### src/rtl/div_stall_unit_if.sv
// ---------------------------------------------------------------------------
// div_stall_unit_if
//   Bundles the execute-stage request, the divider result and the stall
//   request of div_stall_unit.
//
//   start_i       EX -> div  division request, held high while stalled
//   annul_i       EX -> div  abort the division in flight (flush)
//   signed_div_i  EX -> div  1 = DIV (signed), 0 = DIVU (unsigned)
//   opdata1_i     EX -> div  dividend
//   opdata2_i     EX -> div  divisor
//   result_o      div -> EX  {remainder, quotient}, registered
//   ready_o       div -> EX  result valid, registered
//   stallreq_o    div -> ctl stall request, combinational
//
//   master: the execute stage / bench side.  slave: the divider.
// ---------------------------------------------------------------------------
interface div_stall_unit_if #(
    parameter int WIDTH = 32
);
    logic                 start_i;
    logic                 annul_i;
    logic                 signed_div_i;
    logic [WIDTH-1:0]     opdata1_i;
    logic [WIDTH-1:0]     opdata2_i;
    logic [2*WIDTH-1:0]   result_o;
    logic                 ready_o;
    logic                 stallreq_o;

    modport master (
        output start_i, annul_i, signed_div_i, opdata1_i, opdata2_i,
        input  result_o, ready_o, stallreq_o
    );

    modport slave (
        input  start_i, annul_i, signed_div_i, opdata1_i, opdata2_i,
        output result_o, ready_o, stallreq_o
    );
endinterface

### src/rtl/div_stall_unit.sv
// ---------------------------------------------------------------------------
// div_stall_unit
//   Multi-cycle restoring divider for DIV / DIVU in the execute stage.
//   While a division is in flight it requests a pipeline stall, which keeps
//   start_i and the operands stable until ready_o rises.
//   Result layout: result_o = {HI = remainder, LO = quotient}.
//
//   clk   rising-edge clock
//   rst   synchronous, active-high reset
//   bus   div_stall_unit_if.slave (start_i, annul_i, signed_div_i,
//         opdata1_i, opdata2_i -> result_o, ready_o, stallreq_o)
//
//   Latency: divisor != 0 -> ready_o after the 33rd edge counting the edge
//   that samples start_i; divisor == 0 -> ready_o after the 2nd edge.
// ---------------------------------------------------------------------------
module div_stall_unit #(
    parameter int WIDTH = 32,
    parameter int CNT_W = 6
) (
    input  logic             clk,
    input  logic             rst,
    div_stall_unit_if.slave  bus
);

    typedef enum logic [1:0] {
        S_FREE,
        S_BYZERO,
        S_ON,
        S_END
    } state_e;

    state_e               state_q, state_d;
    logic [CNT_W-1:0]     cnt_q, cnt_d;
    logic [WIDTH-1:0]     rem_q, rem_d;      // partial remainder
    logic [WIDTH-1:0]     quo_q, quo_d;      // dividend bits shift out, quotient bits shift in
    logic [WIDTH-1:0]     dvs_q, dvs_d;      // latched divisor magnitude
    logic                 neg_quo_q, neg_quo_d;
    logic                 neg_rem_q, neg_rem_d;
    logic [2*WIDTH-1:0]   result_q, result_d;
    logic                 ready_q, ready_d;

    // One restoring step: shift the next dividend bit into the remainder and
    // trial-subtract. The remainder is always below the divisor, so the
    // shifted value fits WIDTH+1 bits and an accepted difference fits WIDTH.
    logic [WIDTH:0]       shifted;
    logic                 take;
    logic [WIDTH-1:0]     step_rem;
    logic [WIDTH-1:0]     step_quo;
    logic [WIDTH-1:0]     fix_rem;
    logic [WIDTH-1:0]     fix_quo;

    assign shifted  = {rem_q, quo_q[WIDTH-1]};
    assign take     = (shifted >= {1'b0, dvs_q});
    assign step_rem = take ? (shifted[WIDTH-1:0] - dvs_q) : shifted[WIDTH-1:0];
    assign step_quo = {quo_q[WIDTH-2:0], take};
    assign fix_quo  = neg_quo_q ? (~step_quo + 1'b1) : step_quo;
    assign fix_rem  = neg_rem_q ? (~step_rem + 1'b1) : step_rem;

    // Magnitudes for signed mode; abs of the most negative value wraps to
    // itself, which is exactly the unsigned magnitude we need.
    logic                 op1_neg, op2_neg;
    logic [WIDTH-1:0]     op1_mag, op2_mag;

    assign op1_neg = bus.signed_div_i & bus.opdata1_i[WIDTH-1];
    assign op2_neg = bus.signed_div_i & bus.opdata2_i[WIDTH-1];
    assign op1_mag = op1_neg ? (~bus.opdata1_i + 1'b1) : bus.opdata1_i;
    assign op2_mag = op2_neg ? (~bus.opdata2_i + 1'b1) : bus.opdata2_i;

    always_comb begin
        // NOTE: every variable gets a default first so no path leaves it unassigned (no latches).
        state_d   = state_q;
        cnt_d     = cnt_q;
        rem_d     = rem_q;
        quo_d     = quo_q;
        dvs_d     = dvs_q;
        neg_quo_d = neg_quo_q;
        neg_rem_d = neg_rem_q;
        result_d  = result_q;
        ready_d   = ready_q;

        unique case (state_q)
            S_FREE: begin
                result_d = '0;
                ready_d  = 1'b0;
                if (bus.start_i && !bus.annul_i) begin
                    if (bus.opdata2_i == '0) begin
                        state_d = S_BYZERO;
                    end else begin
                        state_d   = S_ON;
                        cnt_d     = '0;
                        rem_d     = '0;
                        quo_d     = op1_mag;
                        dvs_d     = op2_mag;
                        neg_quo_d = op1_neg ^ op2_neg;
                        neg_rem_d = op1_neg;
                    end
                end
            end

            S_BYZERO: begin
                result_d = '0;
                if (bus.annul_i) begin
                    state_d = S_FREE;
                    ready_d = 1'b0;
                end else begin
                    state_d = S_END;
                    ready_d = 1'b1;
                end
            end

            S_ON: begin
                if (bus.annul_i) begin
                    state_d  = S_FREE;
                    cnt_d    = '0;
                    result_d = '0;
                    ready_d  = 1'b0;
                end else begin
                    rem_d = step_rem;
                    quo_d = step_quo;
                    cnt_d = cnt_q + 1'b1;
                    if (cnt_q == CNT_W'(WIDTH - 1)) begin
                        state_d  = S_END;
                        cnt_d    = '0;
                        result_d = {fix_rem, fix_quo};
                        ready_d  = 1'b1;
                    end
                end
            end

            S_END: begin
                // Holding start_i keeps the result; it never re-launches.
                if (!bus.start_i || bus.annul_i) begin
                    state_d  = S_FREE;
                    result_d = '0;
                    ready_d  = 1'b0;
                end
            end

            default: begin
                state_d  = S_FREE;
                result_d = '0;
                ready_d  = 1'b0;
            end
        endcase
    end

    // NOTE: sequential state uses non-blocking assignments so every register samples pre-edge values.
    always_ff @(posedge clk) begin
        if (rst) begin
            state_q   <= S_FREE;
            cnt_q     <= '0;
            rem_q     <= '0;
            quo_q     <= '0;
            dvs_q     <= '0;
            neg_quo_q <= 1'b0;
            neg_rem_q <= 1'b0;
            result_q  <= '0;
            ready_q   <= 1'b0;
        end else begin
            state_q   <= state_d;
            cnt_q     <= cnt_d;
            rem_q     <= rem_d;
            quo_q     <= quo_d;
            dvs_q     <= dvs_d;
            neg_quo_q <= neg_quo_d;
            neg_rem_q <= neg_rem_d;
            result_q  <= result_d;
            ready_q   <= ready_d;
        end
    end

    assign bus.result_o   = result_q;
    assign bus.ready_o    = ready_q;
    // Combinational so the stall controller freezes the pipe in the same cycle.
    assign bus.stallreq_o = bus.start_i & ~bus.annul_i & ~ready_q;

endmodule

### src/flat_wrapper.sv
// flat-port wrapper written by rule: the top's interface ports become plain ports
module div_stall_unit_flat 
#(
    parameter int WIDTH = 32,
    parameter int CNT_W = 6
)
  (clk, rst, bus_start_i, bus_annul_i, bus_signed_div_i, bus_opdata1_i, bus_opdata2_i, bus_result_o, bus_ready_o, bus_stallreq_o);
  div_stall_unit_if #(.WIDTH(WIDTH)) bus_i ();
  input  logic clk;
  input  logic rst;
  input wire logic [$bits(bus_i.start_i)-1:0] bus_start_i;
  input wire logic [$bits(bus_i.annul_i)-1:0] bus_annul_i;
  input wire logic [$bits(bus_i.signed_div_i)-1:0] bus_signed_div_i;
  input wire logic [$bits(bus_i.opdata1_i)-1:0] bus_opdata1_i;
  input wire logic [$bits(bus_i.opdata2_i)-1:0] bus_opdata2_i;
  output wire logic [$bits(bus_i.result_o)-1:0] bus_result_o;
  output wire logic [$bits(bus_i.ready_o)-1:0] bus_ready_o;
  output wire logic [$bits(bus_i.stallreq_o)-1:0] bus_stallreq_o;
  assign bus_i.start_i = bus_start_i;
  assign bus_i.annul_i = bus_annul_i;
  assign bus_i.signed_div_i = bus_signed_div_i;
  assign bus_i.opdata1_i = bus_opdata1_i;
  assign bus_i.opdata2_i = bus_opdata2_i;
  assign bus_result_o = bus_i.result_o;
  assign bus_ready_o = bus_i.ready_o;
  assign bus_stallreq_o = bus_i.stallreq_o;
  div_stall_unit #(.WIDTH(WIDTH), .CNT_W(CNT_W)) u_core (.clk(clk), .rst(rst), .bus(bus_i));
endmodule
### config.mk
export PLATFORM = sky130hd
export DESIGN_NAME = div_stall_unit_flat
export DESIGN_NICKNAME = d
export VERILOG_FILES = /design/src/rtl/div_stall_unit_if.sv /design/src/rtl/div_stall_unit.sv /design/src/flat_wrapper.sv
export SDC_FILE = /design/constraint.sdc
export NUM_CORES = 1
export LEC_CHECK = 0
export ABC_AREA = 0
export BUFFER_PORTS_ARGS = -buffer_cell sky130_fd_sc_hd__buf_2
export CAP_MARGIN = 10
export CORE_ASPECT_RATIO = 1.75
export CORE_MARGIN = 8
export CORE_UTILIZATION = 64
export DETAILED_ROUTE_END_ITERATION = 8
export GPL_TIMING_DRIVEN = 0
export HOLD_SLACK_MARGIN = 0.02
export PLACE_DENSITY = 0.86
export RECOVER_POWER = 25
export SKIP_LAST_GASP = 1
export SYNTH_ARGS = -nofsm -noshare
export SYNTH_HDL_FRONTEND = slang
export SYNTH_SLANG_ARGS = --single-unit
### constraint.sdc
create_clock -name clk -period 10.3 [get_ports clk]
set_input_delay 0.515 -clock clk [delete_from_list [all_inputs] [get_ports clk]]
set_output_delay 0.515 -clock clk [all_outputs]
set_load 0.05 [all_outputs]
======== Word-level counts from Yosys, hierarchy flattened ========
Cells that the tools add are included.
word-level totals
  output and inout bits ................... 66
  bits in registers ....................... 171
  word-level logic and storage cells ...... 84
  input bits .............................. 69
cells by class
  equality and inequality tests ........... 9
  add/sub/neg operators ................... 6
  reductions and logical operators ........ 13
  magnitude comparators ................... 1
  multiplexer cells ....................... 34
  bitwise operators ....................... 12
operators with widths
  cell                                                   number
  2-to-1 mux 32 bit                                      11
  2-to-1 mux 64 bit                                      3
  one-hot mux 64 bit (3 select lines)                    1
  adder 32 x 1 -> 32 bit, second input constant          4
  inverter 32 bit                                        4
  one-hot mux 32 bit (2 select lines)                    2
  >= comparator 33 x 32 -> 1 bit                         1
  zero test 32 bit                                       1
  subtractor 32 bit                                      1
  2-to-1 mux 6 bit                                       4
  2-to-1 mux 2 bit                                       6
  one-hot mux 6 bit (2 select lines)                     1
  AND reduction 3 bit                                    3
  one-hot mux 2 bit (4 select lines)                     1
  adder 6 x 1 -> 6 bit, second input constant            1
  equality test 6 x 5 -> 1 bit, second input constant    1
  bitwise AND 1 bit                                      4
  equality test 2 bit, second input constant             2
  2-to-1 mux 1 bit                                       4
  inequality test 2 x 1 -> 1 bit, second input constant  2
  inequality test 2 bit, second input constant           2
  one-hot mux 1 bit (4 select lines)                     1
  AND reduction 4 bit                                    1
  inequality test 3 x 2 -> 1 bit, second input constant  1
  other kinds (10)                                       13

======== Logic depth before layout (Yosys ltp) ========
Gate-level depths: netlist of run 1.
  depth after elaboration ................. 8
  gate-level depth with buffers ........... 24
  gate-level depth less buffers ........... 19

======== Worst setup path before layout of run 1 ========
No wires, ideal clock.
  path type ............................... reg2reg
  from .................................... register u_core.rem_q[7]
  to ...................................... register u_core.result_q[60], in the netlist u_core.bus.result_o[60]
  data required time ...................... 10.174 ns
  cell stages (with the launch flop) ...... 22
  clock period less this slack ............ 4.577 ns
  setup time .............................. 0.126 ns
  arrival ................................. 4.451 ns
  slack ................................... 5.723 ns
  path buffers ............................ 4
  cells stage by stage .................... dfxtp_1 > ha_1 > nand4_2 > or3_1 > a21o_4 > a211oi_2 > or2_4 > buf_8 > buf_6 > buf_2 > buf_2 > a21oi_1 > inv_1 > ha_1 > nor3b_1 > nand3b_1 > nor3b_1 > a41oi_1 > or3_1 > o31ai_2 > xor2_1 > o21ai_1
between the ends
  longest elaborated chain between the ends .. 8
  elaborated cells on any way between the ends .. 9
  those cells by class .................... add/sub: 2; order compare: 1; mux: 5; bitwise: 1
RTL lines
  element                                                              line                                        text
  start, declared                                                      div_stall_unit.sv:34                        logic [WIDTH-1:0] rem_q, rem_d;
  start signal, assigned                                               div_stall_unit.sv:162                       rem_q <= rem_d;
  subtractor 32 bit or >= comparator 33 x 32 -> 1 bit (tied branches)  div_stall_unit.sv:54, div_stall_unit.sv:53
  2-to-1 mux 32 bit (*)                                                div_stall_unit.sv:54                        assign step_rem = take ? (shifted[WIDTH-1:0] - dvs_q) : shifted[WIDTH-1:0];
  inverter 32 bit                                                      div_stall_unit.sv:57                        assign fix_rem = neg_rem_q ? (~step_rem + 1'b1) : step_rem;
  adder 32 x 1 -> 32 bit                                               div_stall_unit.sv:57
  2-to-1 mux 32 bit (*)                                                div_stall_unit.sv:57
  2-to-1 mux 64 bit (*)                                                div_stall_unit.sv:121                       if (cnt_q == CNT_W'(WIDTH - 1)) begin
  2-to-1 mux 64 bit (*)                                                div_stall_unit.sv:112                       if (bus.annul_i) begin
  one-hot mux 64 bit (3 select lines) (*)                              div_stall_unit.sv:81                        unique case (state_q)
  end signal, assigned                                                 div_stall_unit.sv:167                       result_q <= result_d;
  end, declared                                                        div_stall_unit.sv:39                        logic [2*WIDTH-1:0] result_q, result_d;
Mark *: on every way between the ends. The rest lies on a longest branch, timed or not. The select of a mux whose other input is x is not followed.
A chain may end at the register's enable or synchronous reset.

======== Worst setup path in the final report of run 1 ========
  from .................................... register u_core.rem_q[14]
  to ...................................... register u_core.result_q[60], in the netlist u_core.bus.result_o[60]
The elaborated chain is that of the path after synthesis.

==> results of run 1 <==
## final timing paths
kind	from	endpoint	slack [ns]	cells past startpoint
max	u_core.rem_q[14]$_SDFFE_PP0P_	u_core.bus.result_o[60]$_SDFFE_PP0P_	3.66	22
min	bus_opdata2_i[1]	u_core.dvs_q[1]$_SDFFE_PP0P_	0.41	3
max reg2reg	u_core.rem_q[14]$_SDFFE_PP0P_	u_core.bus.result_o[60]$_SDFFE_PP0P_	3.66	22
min reg2reg	u_core.bus.result_o[60]$_SDFFE_PP0P_	u_core.bus.result_o[60]$_SDFFE_PP0P_	0.45	2
## metal layers
| layer | routed length (um) | track usage | up-vias | share of wire |
|---|---|---|---|---|
| met5 | 0 | 0 | - | 0 |
| met4 | 3090 | 0.262 | 0 | 0.077 |
| met3 | 2320 | 0.0583 | 183 | 0.058 |
| met2 | 21100 | 0.643 | 593 | 0.53 |
| met1 | 13500 | 0.313 | 5750 | 0.34 |
| li1 | - | - | 5893 | - |
## critical path, delay by kind of cell (launching register included)
kind	cells	cell delay, ns
compound gates	5	1.11
xor+xnor	1	0.21
fa+ha+maj	2	0.54
buf+inv	6	1.46
flops	1	0.36
simple gates	8	2.80
## metrics by stage
stage | area (um^2) | util
after global placement | 12600 | 0.701
after global routing | 13100 | 0.730
after floorplan | 11600 | -
final | 13100 | 0.730
after detailed placement | 12600 | 0.701
after CTS | 13200 | 0.734
## flip-flops by register name, summed over array words and instances, names as in the netlist
signal and count:
u_core.state_q 2, u_core.cnt_q 6, u_core.dvs_q 32, u_core.bus.result_o 64, u_core.neg_rem_q 1, u_core.quo_q 32
u_core.rem_q 32, u_core.bus.ready_o 1, u_core.neg_quo_q 1
## cells in the mapped netlist (5+ instances only)
library cell    n  area [um^2]
and2_1          6         37.5
nand4_1         7         43.8
nand2_1       223          837
nor4_1         21          131
a21oi_1       135          676
o21ai_1        17         85.1
buf_2          15         75.1
a211oi_1       38          285
mux2i_1        14          140
nor2_1        185          694
and3_1          9         56.3
nor3_1         27          135
and4_1          5         43.8
nand2b_1       11         68.8
a21o_1          7         52.6
or4_1          15          113
o31ai_1        22          165
o211ai_1       12         90.1
nor2b_1        13         81.3
nand3_1        17         85.1
dfxtp_1       171         3420
o21ai_0        95          475
nor3b_1         8         60.1
a31oi_1        14         87.6
or3_1          11         68.8
clkbuf_1       71          267
xnor2_1        83          727
xor2_1         57          499
nand3b_1        7         52.6
o41ai_1        15          131
ha_1           41          513
a22oi_1        55          413
inv_1          56          210
## power groups by stage
stage               clock network, mW  registers, mW  logic (mW)
detailed placement                  0          0.810        1.49
global placement                    0          0.808        1.47
CTS                             0.655          0.796        1.51
global route                    0.688          0.807        1.66
floorplan                           0          0.820        1.05
finish                          0.660          0.799        1.55
## cells by family after synthesis
logic type	Yosys count
simple gates	589
compound gates	460
flops	171
buf+inv	148
xor+xnor	140
fa+ha+maj	42
mux	15
## layout make-up
type / instances / area [um^2] / share of cell area
multi-input cells: 1246 / 7620 / 0.581
flip-flops and latches: 171 / 3420 / 0.261
repair buffers: 133 / 592 / 0.0451
clock buffers: 23 / 488 / 0.0372
plain buffers: 91 / 379 / 0.0289
well taps: 234 / 293 / 0.0223
inverters: 57 / 214 / 0.0163
clock inverters: 8 / 109 / 0.00829
diodes: 2 / 5.00 / 0.000381
==> results.yml, run 1 <==
clock_tree:
  cts_setup_buffers: 0
  ctsHoldBuffers: 0
  cts-buffers-inserted: 17
  cts_resized: 0
  root_buffer: "clkbuf_16"
  clkLatencyLatePin_ns: 0.43
  cts_max_level: 4
  cts.sinks: 171
  cts.clk_slew.worst_paths_ns: 0.06
  cts_buffer_depth: 2
  cts_tree: "yes"
timing:
  finalHoldViolCount: 0
  fin_crit_ns: 6.64
  setup_viol_count_final: 0
  rsz0062_at_grt: "no"
  worst_pin_slew_ns: 1.12
  relSlewSlack: 0.248
  whs_ns: 0.408
  slew_violations: 0
  clock_skew_ns: 0.00934
  fin_setup_tns_ns: 0
  fmax_ghz: 0.151
  setup_ws_ns: 3.66
  period_share: 0.645
synth:
  ys_ff_latch: 171
  synthCells: 1565
  yosysSeqAreaShare: 0.294
  async_flop_share: 0
  synth_compound_area_frac: 0.253
  synth-xor-area-share: 0.105
  synth-edff-count: 0
  synth-main-ff-cell: "dfxtp_1"
  synth.distinct_cells: 81
  yosys_warnings: 0
  avgSynthCellArea_um2: 7.44
  synth_top_family_by_area: "compound AO/OA/AOI/OAI gates"
  synthAdderAreaFrac: 0.0458
  synth_simple_gate_area_frac: 0.238
  synth_fp_nets: 1676
  synth_area_um2: 11600
  synthMuxAreaShare: 0.0132
worst_setup_path:
  crit_path_start_kind: "register"
  cpPeakStageDelay_ns: 0.74
  cp_cell_sequence: "ha_1 > clkbuf_1 > nand4_1 > nor4_1 > nand4_1 > o211ai_1 > or2_4 > buf_8 > buf_6 > buf_2 > buf_2 > a21oi_1 > inv_1 > ha_1 > nor3b_1 > nand3b_1 > nor3b_1 > a41oi_1 > or3_1 > o31ai_2 > xor2_1 > o21ai_1"
  cpMaxStageDelayCell: "nor4_1"
  critPathKind: "reg2reg"
  arrival_ns: 6.95
  cp_data_required_time_ns: 10.61
  cp_max_fo: 10
  endpoint_kind: "register"
grt:
  grt_first_pass_wirelength_um: 62500
  grt_usage: 0.339
  grt_pass1_vias: 12200
  antenna_found_initial: 2
  grt_max_degree: 17
  grt-ovfl-total: 0
routing:
  wirelength_um: 40000
  vias: 12400
  first_pass_iters: 5
  via_per_inst: 6.32
  postRouteAntennaNets: 0
  drc: 0
  wl_per_cell_um: 20.3
  drt_iter0_drc: 746
power:
  power.density_nw_per_um2: 229
  finalPower_mw: 3.01
  leakagePower_nw: 4.99
  intPower_mw: 1.61
  comb_power_share: 0.515
  seqPwrFrac: 0.266
  swShare: 0.463
  ir_worst_vdd_mv: 0.135
  power_switching_mw: 1.39
  clkPwrFrac: 0.220
run:
  drv_cap: 0
floorplan:
  die_area_um2: 22900
  dieHeight_um: 194
  fp.dieW_um: 118
  pin_count: 135
  initial_core_util: 0.648
  core-area_um2: 18000
  rows: 65
placement:
  numPortBuffers: 133
  dp_slack_ns: 3.99
  place_hpwl_um: 31900
  dpl.cell_count: 1932
  gp_congestion: 0.991
finish:
  final_common_cell: "nand2_1"
  area_delta_synth_final_pct: 12.8
  nets: 1828
  layout_common_cells: "223 x nand2_1, 185 x nor2_1, 171 x dfxtp_1"
  fillers: 1560
  drive_above_1_share: 0.0885
  instances_no_fill: 1965
outcome:
  status: "completed"
worst_hold_path:
  min_path_type: "in2reg"
No activity file was read; power rests on OpenSTA's default activity.
==> run 2, diff against run 1 <==
--- a/config.mk
+++ b/config.mk
@@ -10,11 +10,11 @@
 export CAP_MARGIN = 10
 export CORE_ASPECT_RATIO = 1.75
 export CORE_MARGIN = 8
-export CORE_UTILIZATION = 64
+export CORE_UTILIZATION = 54
 export DETAILED_ROUTE_END_ITERATION = 8
 export GPL_TIMING_DRIVEN = 0
 export HOLD_SLACK_MARGIN = 0.02
-export PLACE_DENSITY = 0.86
+export PLACE_DENSITY = 0.78
 export RECOVER_POWER = 25
 export SKIP_LAST_GASP = 1
 export SYNTH_ARGS = -nofsm -noshare
==> constraint.sdc (replaced) <==
create_clock -name clk -period 5.5 [get_ports clk]
set_input_delay 0.275 -clock clk [delete_from_list [all_inputs] [get_ports clk]]
set_output_delay 0.275 -clock clk [all_outputs]
set_load 0.05 [all_outputs]
==> results.yml, run 2 (same netlist as run 1, synthesis figures left out) <==
finish:
  fillers: 2035
  area_delta_synth_final_pct: 13.8
  final_cell_area_um2: 13200
  instances_no_fill: 1984
  multi_input_area_um2: 7720
  drive_above_1_share: 0.103
  final_common_cell: "nand2_1"
  nets: 1826
  seqCellArea_um2: 3420
  layout_common_cells: "223 x nand2_1, 185 x nor2_1, 171 x dfxtp_1"
  largest_register_ffs: 64
power:
  comb_power_share: 0.516
  seqPwrFrac: 0.266
  finalPower_mw: 5.63
  power.density_nw_per_um2: 425
  clkPwrFrac: 0.219
  power_switching_mw: 2.65
  swShare: 0.470
  ir_worst_vdd_mv: 0.209
  leakagePower_nw: 5.02
  intPower_mw: 2.99
clock_tree:
  cts-buffers-inserted: 17
  cts_max_level: 4
  cts_buffer_depth: 2
  cts_tree: "yes"
  ctsHoldBuffers: 0
  cts.clk_slew.worst_paths_ns: 0.07
  clkLatencyLatePin_ns: 0.46
  cts.sinks: 171
  root_buffer: "clkbuf_16"
timing:
  finalHoldViolCount: 0
  setup_ws_ns: 0.0416
  period_share: 0.992
  slew_violations: 0
  worst_pin_slew_ns: 1.05
  fin_setup_tns_ns: 0
  rsz0062_at_grt: "yes"
  relSlewSlack: 0.295
  fmax_ghz: 0.183
  clock_skew_ns: 0.0129
  setup_viol_count_final: 0
  fin_crit_ns: 5.46
worst_setup_path:
  worst-path-buf-inv: 4
  ff2ff_setup_slack_ns: 0.04
  endpoint_kind: "register"
  reg2reg_from: "u_core.rem_q[15]$_SDFFE_PP0P_"
  reg2regPathDepth: 20
  cpPeakStageDelay_ns: 0.45
  cpLargestDelayFamily: "simple AND/OR/NAND/NOR gates"
  cpMaxStageDelayCell: "ha_1"
  cp_cell_sequence: "ha_1 > nand4_1 > buf_4 > nor4_4 > nand4_1 > o211ai_1 > or2_4 > buf_8 > buf_6 > clkbuf_4 > mux2i_2 > ha_2 > nor3b_1 > nand3b_1 > nor3b_2 > a41oi_2 > or3_4 > o31ai_2 > xor2_1 > o21ai_1"
  crit_path_start_kind: "register"
  arrival_ns: 5.79
  critPathKind: "reg2reg"
  rr_endpoint: "u_core.bus.result_o[60]$_SDFFE_PP0P_"
  cp_max_fo: 10
  cp_data_required_time_ns: 5.83
  critPathMostFrequentCell: "nand4_1"
grt:
  grt_pass1_vias: 12100
  grt_first_pass_wirelength_um: 61900
  antenna_found_initial: 1
  grt_usage: 0.294
  grt-ovfl-total: 0
  grt_max_degree: 18
floorplan:
  core-area_um2: 21300
  initial_core_util: 0.546
  dieHeight_um: 210
  die_area_um2: 26700
  rows: 71
  fp.dieW_um: 127
  pin_count: 135
placement:
  gp_congestion: 1.00
  dpl.cell_count: 1953
  place_hpwl_um: 31500
  dp_slack_ns: -0.695
  numPortBuffers: 133
  placed_cell_area_um2: 12600
worst_hold_path:
  min_path_cells: 3
  whs_endpoint: "u_core.dvs_q[1]$_SDFFE_PP0P_"
  min_path_type: "in2reg"
  hold_start: "bus_opdata2_i[1]"
routing:
  via_per_inst: 6.13
  drc: 0
  first_pass_iters: 5
  drt_iter0_drc: 700
  wirelength_um: 39300
  vias: 12200
  postRouteAntennaNets: 0
  wl_per_cell_um: 19.8
outcome:
  status: "completed"
run:
  drv_cap: 0
run 2: per-stage QoR:
stage / hold slack, ns / utilization
after global placement: 0.431 / 0.592
final: 0.139 / 0.621
after CTS: 0.134 / 0.622
after floorplan: 0.411 / -
after global routing: 0.144 / 0.621
after detailed placement: 0.438 / 0.592
run 2: repair_timing:
action                     4_1_cts  5_1_grt
setup endpoints to repair       17       13
pin swaps                        3        2
buffers inserted                 2        2
gates cloned                     0        0
resized for setup               13       14
run 2: how the worst max path moves through the flow:
stage	startpoint	to	slack, ns	cells after the start
after floorplan	u_core.rem_q[7]$_SDFFE_PP0P_	u_core.bus.result_o[60]$_SDFFE_PP0P_	0.92	21
final	u_core.rem_q[15]$_SDFFE_PP0P_	u_core.bus.result_o[60]$_SDFFE_PP0P_	0.04	20
after detailed placement	u_core.rem_q[16]$_SDFFE_PP0P_	u_core.bus.result_o[60]$_SDFFE_PP0P_	-0.70	22
after CTS	u_core.rem_q[7]$_SDFFE_PP0P_	u_core.bus.result_o[60]$_SDFFE_PP0P_	-0.03	21
after global placement	u_core.rem_q[15]$_SDFFE_PP0P_	u_core.bus.result_o[60]$_SDFFE_PP0P_	-0.67	22
after global routing	u_core.rem_q[7]$_SDFFE_PP0P_	u_core.bus.result_o[60]$_SDFFE_PP0P_	-0.14	19
run 2: layout make-up:
cell class | instances | area share
diodes | 1 | 0.000189
flip-flops and latches | 171 | 0.258
clock inverters | 15 | 0.0117
repair buffers | 137 | 0.0470
inverters | 57 | 0.0162
multi-input cells | 1246 | 0.583
well taps | 255 | 0.0241
plain buffers | 85 | 0.0277
clock buffers | 17 | 0.0321
run 2: layer usage:
layer,GRT usage,up-vias,share of wire
li1,-,5870,-
met1,0.275,5676,0.34
met2,0.547,462,0.53
met3,0.0554,163,0.057
met4,0.231,0,0.070
met5,0,-,0
run 2: power groups by stage:
stage	Sequential [mW]	Combinational, mW	Clock (mW)
finish	1.50	2.90	1.23
global route	1.51	3.15	1.28
CTS	1.49	2.83	1.23
detailed placement	1.52	2.77	0
global placement	1.51	2.74	0
floorplan	1.54	1.97	0
run 2: worst min-delay path, stage by stage:
cell,delay (ns)
buf_2,0.12
nand2_1,0.06
a311oi_1,0.08
